$ cat src/rtl/lsu_mem_port_if.sv
// Bus bundle for the load/store memory port: execute request, data-memory bus, and writeback.
// Valid/ready: a transfer happens on a rising edge where both are high; the source holds its payload stable while valid is high and ready is low.
interface lsu_mem_port_if #(
    parameter int ADDR_W = 32
);
    logic              req_valid;
    logic              req_ready;
    logic              req_is_load;
    logic              req_zero_ext;
    logic [1:0]        req_size;
    logic [ADDR_W-1:0] req_addr;
    logic [31:0]       req_wdata;
    logic [4:0]        req_rd;

    logic              mem_valid;
    logic              mem_ready;
    logic              mem_we;
    logic [ADDR_W-1:0] mem_addr;
    logic [3:0]        mem_be;
    logic [31:0]       mem_wdata;
    logic              mem_rvalid;
    logic [31:0]       mem_rdata;

    logic              wb_valid;
    logic [4:0]        wb_rd;
    logic [31:0]       wb_data;
    logic              misalign;

    // master: the load/store port itself; slave: execute, memory and register file around it
    modport master (
        input  req_valid, req_is_load, req_zero_ext, req_size, req_addr, req_wdata, req_rd,
        output req_ready,
        output mem_valid, mem_we, mem_addr, mem_be, mem_wdata,
        input  mem_ready, mem_rvalid, mem_rdata,
        output wb_valid, wb_rd, wb_data, misalign
    );

    modport slave (
        output req_valid, req_is_load, req_zero_ext, req_size, req_addr, req_wdata, req_rd,
        input  req_ready,
        input  mem_valid, mem_we, mem_addr, mem_be, mem_wdata,
        output mem_ready, mem_rvalid, mem_rdata,
        input  wb_valid, wb_rd, wb_data, misalign
    );
endinterface

$ cat src/rtl/lsu_mem_port.sv
// Sequential load/store engine: alignment check, lane-masked memory request, load extract and writeback.
module lsu_mem_port #(
    parameter int ADDR_W = 32
) (
    input  logic                 clk,
    input  logic                 rst,
    lsu_mem_port_if.master       bus,
    output logic [2:0]           dbg_state
);

    typedef enum logic [2:0] {
        S_IDLE   = 3'd0,
        S_REQ    = 3'd1,
        S_WAIT_R = 3'd2,
        S_WB     = 3'd3,
        S_ERR    = 3'd4
    } state_t;

    state_t state, state_nx;

    logic              lat_is_load;
    logic              lat_zero_ext;
    logic [1:0]        lat_size;
    logic [ADDR_W-1:0] lat_addr;
    logic [31:0]       lat_wdata;
    logic [4:0]        lat_rd;
    logic [31:0]       wb_data_q;

    logic              req_bad;
    logic [3:0]        be_c;
    logic [31:0]       wdata_c;
    logic [7:0]        rbyte;
    logic [15:0]       rhalf;
    logic [31:0]       load_ext;

    assign dbg_state = state;

    // Alignment is judged on the incoming request so the decision is ready at accept.
    always_comb begin
        req_bad = 1'b0;
        case (bus.req_size)
            2'b00:   req_bad = 1'b0;
            2'b01:   req_bad = bus.req_addr[0];
            2'b10:   req_bad = |bus.req_addr[1:0];
            default: req_bad = 1'b1;
        endcase
    end

    always_comb begin
        be_c    = 4'b1111;
        wdata_c = lat_wdata;
        case (lat_size)
            2'b00: begin
                be_c    = 4'b0001 << lat_addr[1:0];
                wdata_c = {4{lat_wdata[7:0]}};
            end
            2'b01: begin
                be_c    = lat_addr[1] ? 4'b1100 : 4'b0011;
                wdata_c = {2{lat_wdata[15:0]}};
            end
            default: begin
                be_c    = 4'b1111;
                wdata_c = lat_wdata;
            end
        endcase
    end

    always_comb begin
        rbyte    = bus.mem_rdata[8*lat_addr[1:0] +: 8];
        rhalf    = lat_addr[1] ? bus.mem_rdata[31:16] : bus.mem_rdata[15:0];
        load_ext = bus.mem_rdata;
        case (lat_size)
            2'b00:   load_ext = {{24{~lat_zero_ext & rbyte[7]}}, rbyte};
            2'b01:   load_ext = {{16{~lat_zero_ext & rhalf[15]}}, rhalf};
            default: load_ext = bus.mem_rdata;
        endcase
    end

    always_ff @(posedge clk) begin
        if (rst) begin
            state <= S_IDLE;
        end else begin
            state <= state_nx;
        end
    end

    always_ff @(posedge clk) begin
        if (rst) begin
            lat_is_load  <= 1'b0;
            lat_zero_ext <= 1'b0;
            lat_size     <= 2'b00;
            lat_addr     <= '0;
            lat_wdata    <= 32'h0;
            lat_rd       <= 5'd0;
            wb_data_q    <= 32'h0;
        end else begin
            if (state == S_IDLE && bus.req_valid) begin
                lat_is_load  <= bus.req_is_load;
                lat_zero_ext <= bus.req_zero_ext;
                lat_size     <= bus.req_size;
                lat_addr     <= bus.req_addr;
                lat_wdata    <= bus.req_wdata;
                lat_rd       <= bus.req_rd;
            end
            if (state == S_WAIT_R && bus.mem_rvalid) begin
                wb_data_q <= load_ext;
            end
        end
    end

    // Payload outputs are gated by state so they read zero whenever their valid is low.
    always_comb begin
        state_nx      = state;
        bus.req_ready = 1'b0;
        bus.mem_valid = 1'b0;
        bus.mem_we    = 1'b0;
        bus.mem_addr  = '0;
        bus.mem_be    = 4'b0000;
        bus.mem_wdata = 32'h0;
        bus.wb_valid  = 1'b0;
        bus.wb_rd     = 5'd0;
        bus.wb_data   = 32'h0;
        bus.misalign  = 1'b0;
        case (state)
            S_IDLE: begin
                bus.req_ready = 1'b1;
                if (bus.req_valid) begin
                    state_nx = req_bad ? S_ERR : S_REQ;
                end
            end
            S_REQ: begin
                bus.mem_valid = 1'b1;
                bus.mem_we    = ~lat_is_load;
                bus.mem_addr  = {lat_addr[ADDR_W-1:2], 2'b00};
                bus.mem_be    = be_c;
                bus.mem_wdata = lat_is_load ? 32'h0 : wdata_c;
                if (bus.mem_ready) begin
                    state_nx = lat_is_load ? S_WAIT_R : S_IDLE;
                end
            end
            S_WAIT_R: begin
                if (bus.mem_rvalid) begin
                    state_nx = S_WB;
                end
            end
            S_WB: begin
                bus.wb_valid = 1'b1;
                bus.wb_rd    = lat_rd;
                bus.wb_data  = wb_data_q;
                state_nx     = S_IDLE;
            end
            S_ERR: begin
                bus.misalign = 1'b1;
                state_nx     = S_IDLE;
            end
            default: begin
                state_nx = S_IDLE;
            end
        endcase
    end

endmodule

$ cat src/flat_wrapper.sv
// flat-port wrapper written by rule: the top's interface ports become plain ports
module lsu_mem_port_flat 
#(
    parameter int ADDR_W = 32
)
  (clk, rst, dbg_state, bus_req_valid, bus_req_is_load, bus_req_zero_ext, bus_req_size, bus_req_addr, bus_req_wdata, bus_req_rd, bus_req_ready, bus_mem_valid, bus_mem_we, bus_mem_addr, bus_mem_be, bus_mem_wdata, bus_mem_ready, bus_mem_rvalid, bus_mem_rdata, bus_wb_valid, bus_wb_rd, bus_wb_data, bus_misalign);
  lsu_mem_port_if #(.ADDR_W(ADDR_W)) bus_i ();
  input  logic clk;
  input  logic rst;
  output logic [2:0] dbg_state;
  input wire logic [$bits(bus_i.req_valid)-1:0] bus_req_valid;
  input wire logic [$bits(bus_i.req_is_load)-1:0] bus_req_is_load;
  input wire logic [$bits(bus_i.req_zero_ext)-1:0] bus_req_zero_ext;
  input wire logic [$bits(bus_i.req_size)-1:0] bus_req_size;
  input wire logic [$bits(bus_i.req_addr)-1:0] bus_req_addr;
  input wire logic [$bits(bus_i.req_wdata)-1:0] bus_req_wdata;
  input wire logic [$bits(bus_i.req_rd)-1:0] bus_req_rd;
  output wire logic [$bits(bus_i.req_ready)-1:0] bus_req_ready;
  output wire logic [$bits(bus_i.mem_valid)-1:0] bus_mem_valid;
  output wire logic [$bits(bus_i.mem_we)-1:0] bus_mem_we;
  output wire logic [$bits(bus_i.mem_addr)-1:0] bus_mem_addr;
  output wire logic [$bits(bus_i.mem_be)-1:0] bus_mem_be;
  output wire logic [$bits(bus_i.mem_wdata)-1:0] bus_mem_wdata;
  input wire logic [$bits(bus_i.mem_ready)-1:0] bus_mem_ready;
  input wire logic [$bits(bus_i.mem_rvalid)-1:0] bus_mem_rvalid;
  input wire logic [$bits(bus_i.mem_rdata)-1:0] bus_mem_rdata;
  output wire logic [$bits(bus_i.wb_valid)-1:0] bus_wb_valid;
  output wire logic [$bits(bus_i.wb_rd)-1:0] bus_wb_rd;
  output wire logic [$bits(bus_i.wb_data)-1:0] bus_wb_data;
  output wire logic [$bits(bus_i.misalign)-1:0] bus_misalign;
  assign bus_i.req_valid = bus_req_valid;
  assign bus_i.req_is_load = bus_req_is_load;
  assign bus_i.req_zero_ext = bus_req_zero_ext;
  assign bus_i.req_size = bus_req_size;
  assign bus_i.req_addr = bus_req_addr;
  assign bus_i.req_wdata = bus_req_wdata;
  assign bus_i.req_rd = bus_req_rd;
  assign bus_req_ready = bus_i.req_ready;
  assign bus_mem_valid = bus_i.mem_valid;
  assign bus_mem_we = bus_i.mem_we;
  assign bus_mem_addr = bus_i.mem_addr;
  assign bus_mem_be = bus_i.mem_be;
  assign bus_mem_wdata = bus_i.mem_wdata;
  assign bus_i.mem_ready = bus_mem_ready;
  assign bus_i.mem_rvalid = bus_mem_rvalid;
  assign bus_i.mem_rdata = bus_mem_rdata;
  assign bus_wb_valid = bus_i.wb_valid;
  assign bus_wb_rd = bus_i.wb_rd;
  assign bus_wb_data = bus_i.wb_data;
  assign bus_misalign = bus_i.misalign;
  lsu_mem_port #(.ADDR_W(ADDR_W)) u_core (.clk(clk), .rst(rst), .bus(bus_i), .dbg_state(dbg_state));
endmodule
$ cat config.mk
export PLATFORM = sky130hd
export DESIGN_NAME = lsu_mem_port_flat
export DESIGN_NICKNAME = d
export VERILOG_FILES = /design/src/rtl/lsu_mem_port_if.sv /design/src/rtl/lsu_mem_port.sv /design/src/flat_wrapper.sv
export SDC_FILE = /design/constraint.sdc
export NUM_CORES = 1
export LEC_CHECK = 0
export BUFFER_PORTS_ARGS = -buffer_cell sky130_fd_sc_hd__buf_4
export CORE_MARGIN = 3
export CORE_UTILIZATION = 44
export DETAILED_ROUTE_END_ITERATION = 6
export PLACE_DENSITY = 0.83
export SLEW_MARGIN = 0
export SYNTH_ARGS = -nofsm -noshare
export SYNTH_HDL_FRONTEND = slang
export SYNTH_SLANG_ARGS = --single-unit
$ cat constraint.sdc
create_clock -name clk -period 1.5 [get_ports clk]
set_input_delay 0.3 -clock clk [delete_from_list [all_inputs] [get_ports clk]]
set_output_delay 0.3 -clock clk [all_outputs]
set_load 0.005 [all_outputs]
; After elaboration in Yosys (flattened, before gate mapping)
; Cells that the tools add are included.
[classes]
n_eq_ne = 10
n_shift = 2
n_mux = 23
n_bitwise = 4
reduce_logical = 7
[ops]
columns = cell, count
row1 = $mux W32, 4
row2 = $pmux W32 S2, 2
row3 = $shiftx A32 B6 Y8, 1
row4 = $mux W16, 1
row5 = $mux W3, 4
row6 = $pmux W3 S3, 1
row7 = $mux W4, 2
row8 = $pmux W4 S2, 1
row9 = $eq A3 B2 Y1 const B, 2
row10 = $ne A2 B2 Y1 const B, 3
row11 = $mux W1, 5
row12 = $mux W5, 1
row13 = $eq A2 B1 Y1 const B, 2
row14 = $logic_not A2 Y1, 2
row15 = $shl A1 B2 Y4 const A, 1
row16 = $eq A3 B1 Y1 const B, 1
row17 = $eq A3 B3 Y1 const B, 1
row18 = $logic_not A3 Y1, 1
row19 = $pmux W1 S3, 1
row20 = $reduce_and A3 Y1, 1
row21 = $and A1 B1 Y1, 2
row22 = $eq A2 B2 Y1 const B, 1
row23 = $logic_and A1 B1 Y1, 2
row24 = $mux W2, 1
row25 = other kinds (2), 3
[totals]
register_bits = 108
inputBits = 110
out_inout_bits = 113
elab_cells = 54

; Logic depth before layout (Yosys ltp)
[depth]
depth_word = 5
ltp_mapped = 7
ltp_nobuf = 5

; Least setup slack after synthesis
; Ideal clock, no wire load.
[synth_path]
path_kind = reg2out
startpoint = register u_core.state[2] (netlist: u_core.dbg_state[2])
endpoint = output port bus_mem_wdata[21]
arrival_ns = 1.386
required_time_ns = 1.200
path_slack_ns = -0.186
stages_incl_launch_ff = 7
path_buffers = 2
path_cell_list = dfxtp_1 or3b_1 inv_1 nand2b_1 buf_2 buf_4 nor2_1
[synth_between]
elab_chain_cells = 2
[synth_lines]
columns = item, line_no
row1 = "start, declared", lsu_mem_port.sv:19  ; state_t state, state_nx;
row2 = "start signal, assigned", lsu_mem_port.sv:83  ; state <= state_nx;
row3 = $eq A3 B1 Y1, lsu_mem_port.sv:124  ; case (state)
row4 = $mux W32, lsu_mem_port.sv:124
row5 = "end, declared", flat_wrapper.sv:23  ; output wire logic [$bits(bus_i.mem_wdata)-1:0] bus_mem_wdata;
; Every way passes these cells.

; Worst setup path in the final report
[layout_path]
startpoint = register u_core.state[1] (netlist: u_core.dbg_state[1])
endpoint = output port bus_mem_wdata[13]
; Same word-level chain as after synthesis.

==> run summary <==
Status - finished with violations
Met2 Use GR - 46.3%
CP endpoint kind - primary output
Share of layout cells above drive strength 1 - 43.7%
HP Class - input pin to flip-flop
Core Rows - 39
Arrival time worst endpoint - 1780 ps
Flops & latches, synth - 108
Share of flip-flops with an asynchronous set or reset after synthesis - 0%
CTS Sinks - 108
Worst r2r dst - u_core.wb_data_q[20]$_SDFFE_PP0P_
Iteration-0 DRC Markers - 667
Die Footprint - 0.0135 mm^2
Tot Pwr - 0.00716 W
Setup Viol. Count Final - 135
Post-route ant nets - 0
Area delta synth->final - 65.1%
PD cells - 811 mW/mm^2
Vias in the first global route - 5,650
Post-synth EDFFs - 0
Hold path cells - 3
Initial core utilization - 45.8%
Distinct cells, synth - 44
Worst-Skew Late Latency - 350 ps
YS warnings - 0
Clk_skew - 5.86 ps
Failing checks - setup timing
Hold_sp - bus_req_rd[3]
Final Instance Area - 0.00882 mm^2
Layer with the highest usage - met2
Worst hold endpoint - u_core.lat_rd[3]$_SDFFE_PP0P_
GR Util met3 - 7.77%
Final Net Count - 1,078
Final Max Slew Viols - 0
Fin Hold WS - 193 ps
Final WL - 20.4 mm
Critical path required time - 1200 ps
Initial DRT Pass Iterations - 6
First-pass GRT wire length - 28.3 mm
Pin count of the biggest net entering global routing - 77
Path depth of the worst reg2reg path - 6
Peak VDD IR - 748 uV
Die Ht - 116 um
CTS max path bufs - 2
Antenna violations before repair - 0
Register area share after synthesis - 40.5%
Origin of the critical flop-to-flop path - u_core.dbg_state[0]$_SDFFE_PP0P_
Reg2reg setup slack - -110 ps
Num ports - 223
Post-route setup slack - -584 ps
Post-route minimum period - 2080 ps
Cts-stage hold buffer count - 0
Vias per cell - 5.58
Post-Syn Area - 0.00534 mm^2
Max Clock Freq - 480 MHz
Setup CP Type - flip-flop to primary output
RSZ-0062 raised after global routing - true
Antenna cells - 0
DRC - 0
Synth Instances - 724
H-Tree Depth - 3
All-Layer GR Usage - 26.3%
Root Buffer - clkbuf_16
Post-detail-place hpwl - 12.6 mm
GRT met1 Usage - 30.6%
Post-Syn Area per Cell - 7.38 um^2
CTS clk-pin slew, worst paths - 70 ps
Die extent in x - 116 um
Startpoint Class - flip-flop
Final GP Congestion - 0.919
Input/output buffers - 220
CTS tree - done
Via count - 6,218
Max-cap violation count - 0
Final Hold Fails - 0
Max FO, Critical Path - 8
Post-DP Area - 0.00746 mm^2
Pleak - 3.73 nW
Fin crit share - 139%
Routed length per instance - 18.3 um
CP startpoint - u_core.dbg_state[1]$_SDFFE_PP0P_
Total CTS buffers - 9
GRT overflow - 0
Core area - 0.0117 mm^2
Post-synth top flop - dfxtp_1
==> stage by stage <==
stage | utilization, % | TNS (ps) | instances | worst slack (ps)
2_1_floorplan | - | -1360 | 725 | -46.7
3_3_place_gp | 64.0 | -7180 | 1077 | -165
3_5_place_dp | 64.0 | -8780 | 1077 | -196
4_1_cts | 70.7 | -45700 | 1108 | -546
5_1_grt | 75.6 | -59490 | 1115 | -649
6_report | 75.6 | -51070 | 1115 | -584
==> cells by family after synthesis <==
family,count (synthesis),synth area share (%)
AO/OA/AOI/OAI,202,21.4
buffers and inverters,68,6.02
flip-flops,108,40.5
multiplexers,19,3.63
other,1,0.0702
AND/OR/NAND/NOR,326,28.4
==> flip-flops by register name, indices dropped and copies added (netlist names) <==
| register | flops |
|---|---|
| u_core.dbg_state | 3 |
| u_core.lat_addr | 32 |
| u_core.lat_is_load | 1 |
| u_core.lat_rd | 5 |
| u_core.lat_size | 2 |
| u_core.lat_wdata | 32 |
| u_core.lat_zero_ext | 1 |
| u_core.wb_data_q | 32 |
==> power by group <==
| part | internal [W] | leakage [nW] | switching, W |
|---|---|---|---|
| combinational | 0.000766 | 2.70 | 0.000835 |
| sequential | 0.00302 | 0.884 | 0.000113 |
| clock | 0.00134 | 0.145 | 0.00109 |
| total | 0.00512 | 3.73 | 0.00203 |
==> timing repair <==
action,4_1_cts,5_1_grt
resized for setup,70,133
pin swaps,16,57
endpoints found under the setup margin,143,209
cloned,3,4
buffers inserted,14,6
==> per-layer routing <==
metal	up-vias	part of all wire (%)
li1	2896	-
met5	-	0
met3	66	9.6
met4	0	3.5
met1	2896	36
met2	360	51
==> cells in the final DEF (no fill, tap or decap), types with 4 or more instances in the layout <==
master / netlist / layout
buf_6: 3 / 61
buf_12: 0 / 12
nor2_4: 0 / 13
dfxtp_1: 108 / 103
mux2i_1: 18 / 15
o22ai_1: 6 / 6
and2_1: 77 / 37
dfxtp_2: 0 / 4
a2111oi_4: 0 / 5
o21ai_0: 36 / 29
nand2_1: 176 / 175
nor2_2: 0 / 9
buf_4: 5 / 214
a21oi_1: 126 / 113
nor2_1: 42 / 20
nor3_1: 6 / 6
a21oi_2: 0 / 10
o21ai_1: 0 / 7
clkbuf_16: 0 / 12
and2_4: 0 / 40
a21o_1: 7 / 7
nor2b_1: 8 / 4
a2bb2oi_1: 6 / 6
==> worst max-delay path, stage by stage (launching register included) <==
cell and delay (ps):
dfxtp_2 320, or3b_4 410, inv_4 80, nand2b_4 70, buf_12 150, buf_12 150
a21oi_4 120, buf_6 110
==> how the worst max path moves through the flow <==
stage	depth (start not counted)	end
after global placement	7	bus_mem_wdata[16]
after CTS	7	bus_mem_wdata[13]
after floorplan	6	bus_mem_wdata[12]
after global routing	7	bus_mem_wdata[13]
final	7	bus_mem_wdata[13]
after detailed placement	7	bus_mem_wdata[29]
==> cells in the mapped netlist (all sizes together) (3+ instances only) <==
| library cell | number | area share (%) |
|---|---|---|
| o22ai | 6 | 0.70 |
| a21oi | 126 | 12 |
| a31oi | 3 | 0.47 |
| a2111oi | 6 | 0.98 |
| clkbuf | 29 | 2.1 |
| mux2i | 19 | 3.6 |
| a2bb2oi | 6 | 0.98 |
| inv | 6 | 0.42 |
| nand2 | 177 | 12 |
| nor2b | 8 | 0.94 |
| nand2b | 5 | 0.59 |
| a211oi | 6 | 0.84 |
| and2 | 77 | 9.0 |
| buf | 33 | 3.5 |
| o21ai | 36 | 3.4 |
| nor2 | 42 | 3.0 |
| a21o | 7 | 0.98 |
| dfxtp | 108 | 40 |
| nor3 | 6 | 0.56 |
==> final cells by class <==
class                           count  area (um^2)
Inverter                            6         36.3
Clock inverter                      5         60.1
Timing Repair Buffer              294         2700
Multi-Input combinational cell    549         3430
Fill cell                         788         2840
Sequential cell                   108         2170
Tap cell                          143          179
Clock buffer                       10          239
(Power assumes the default switching activity.)
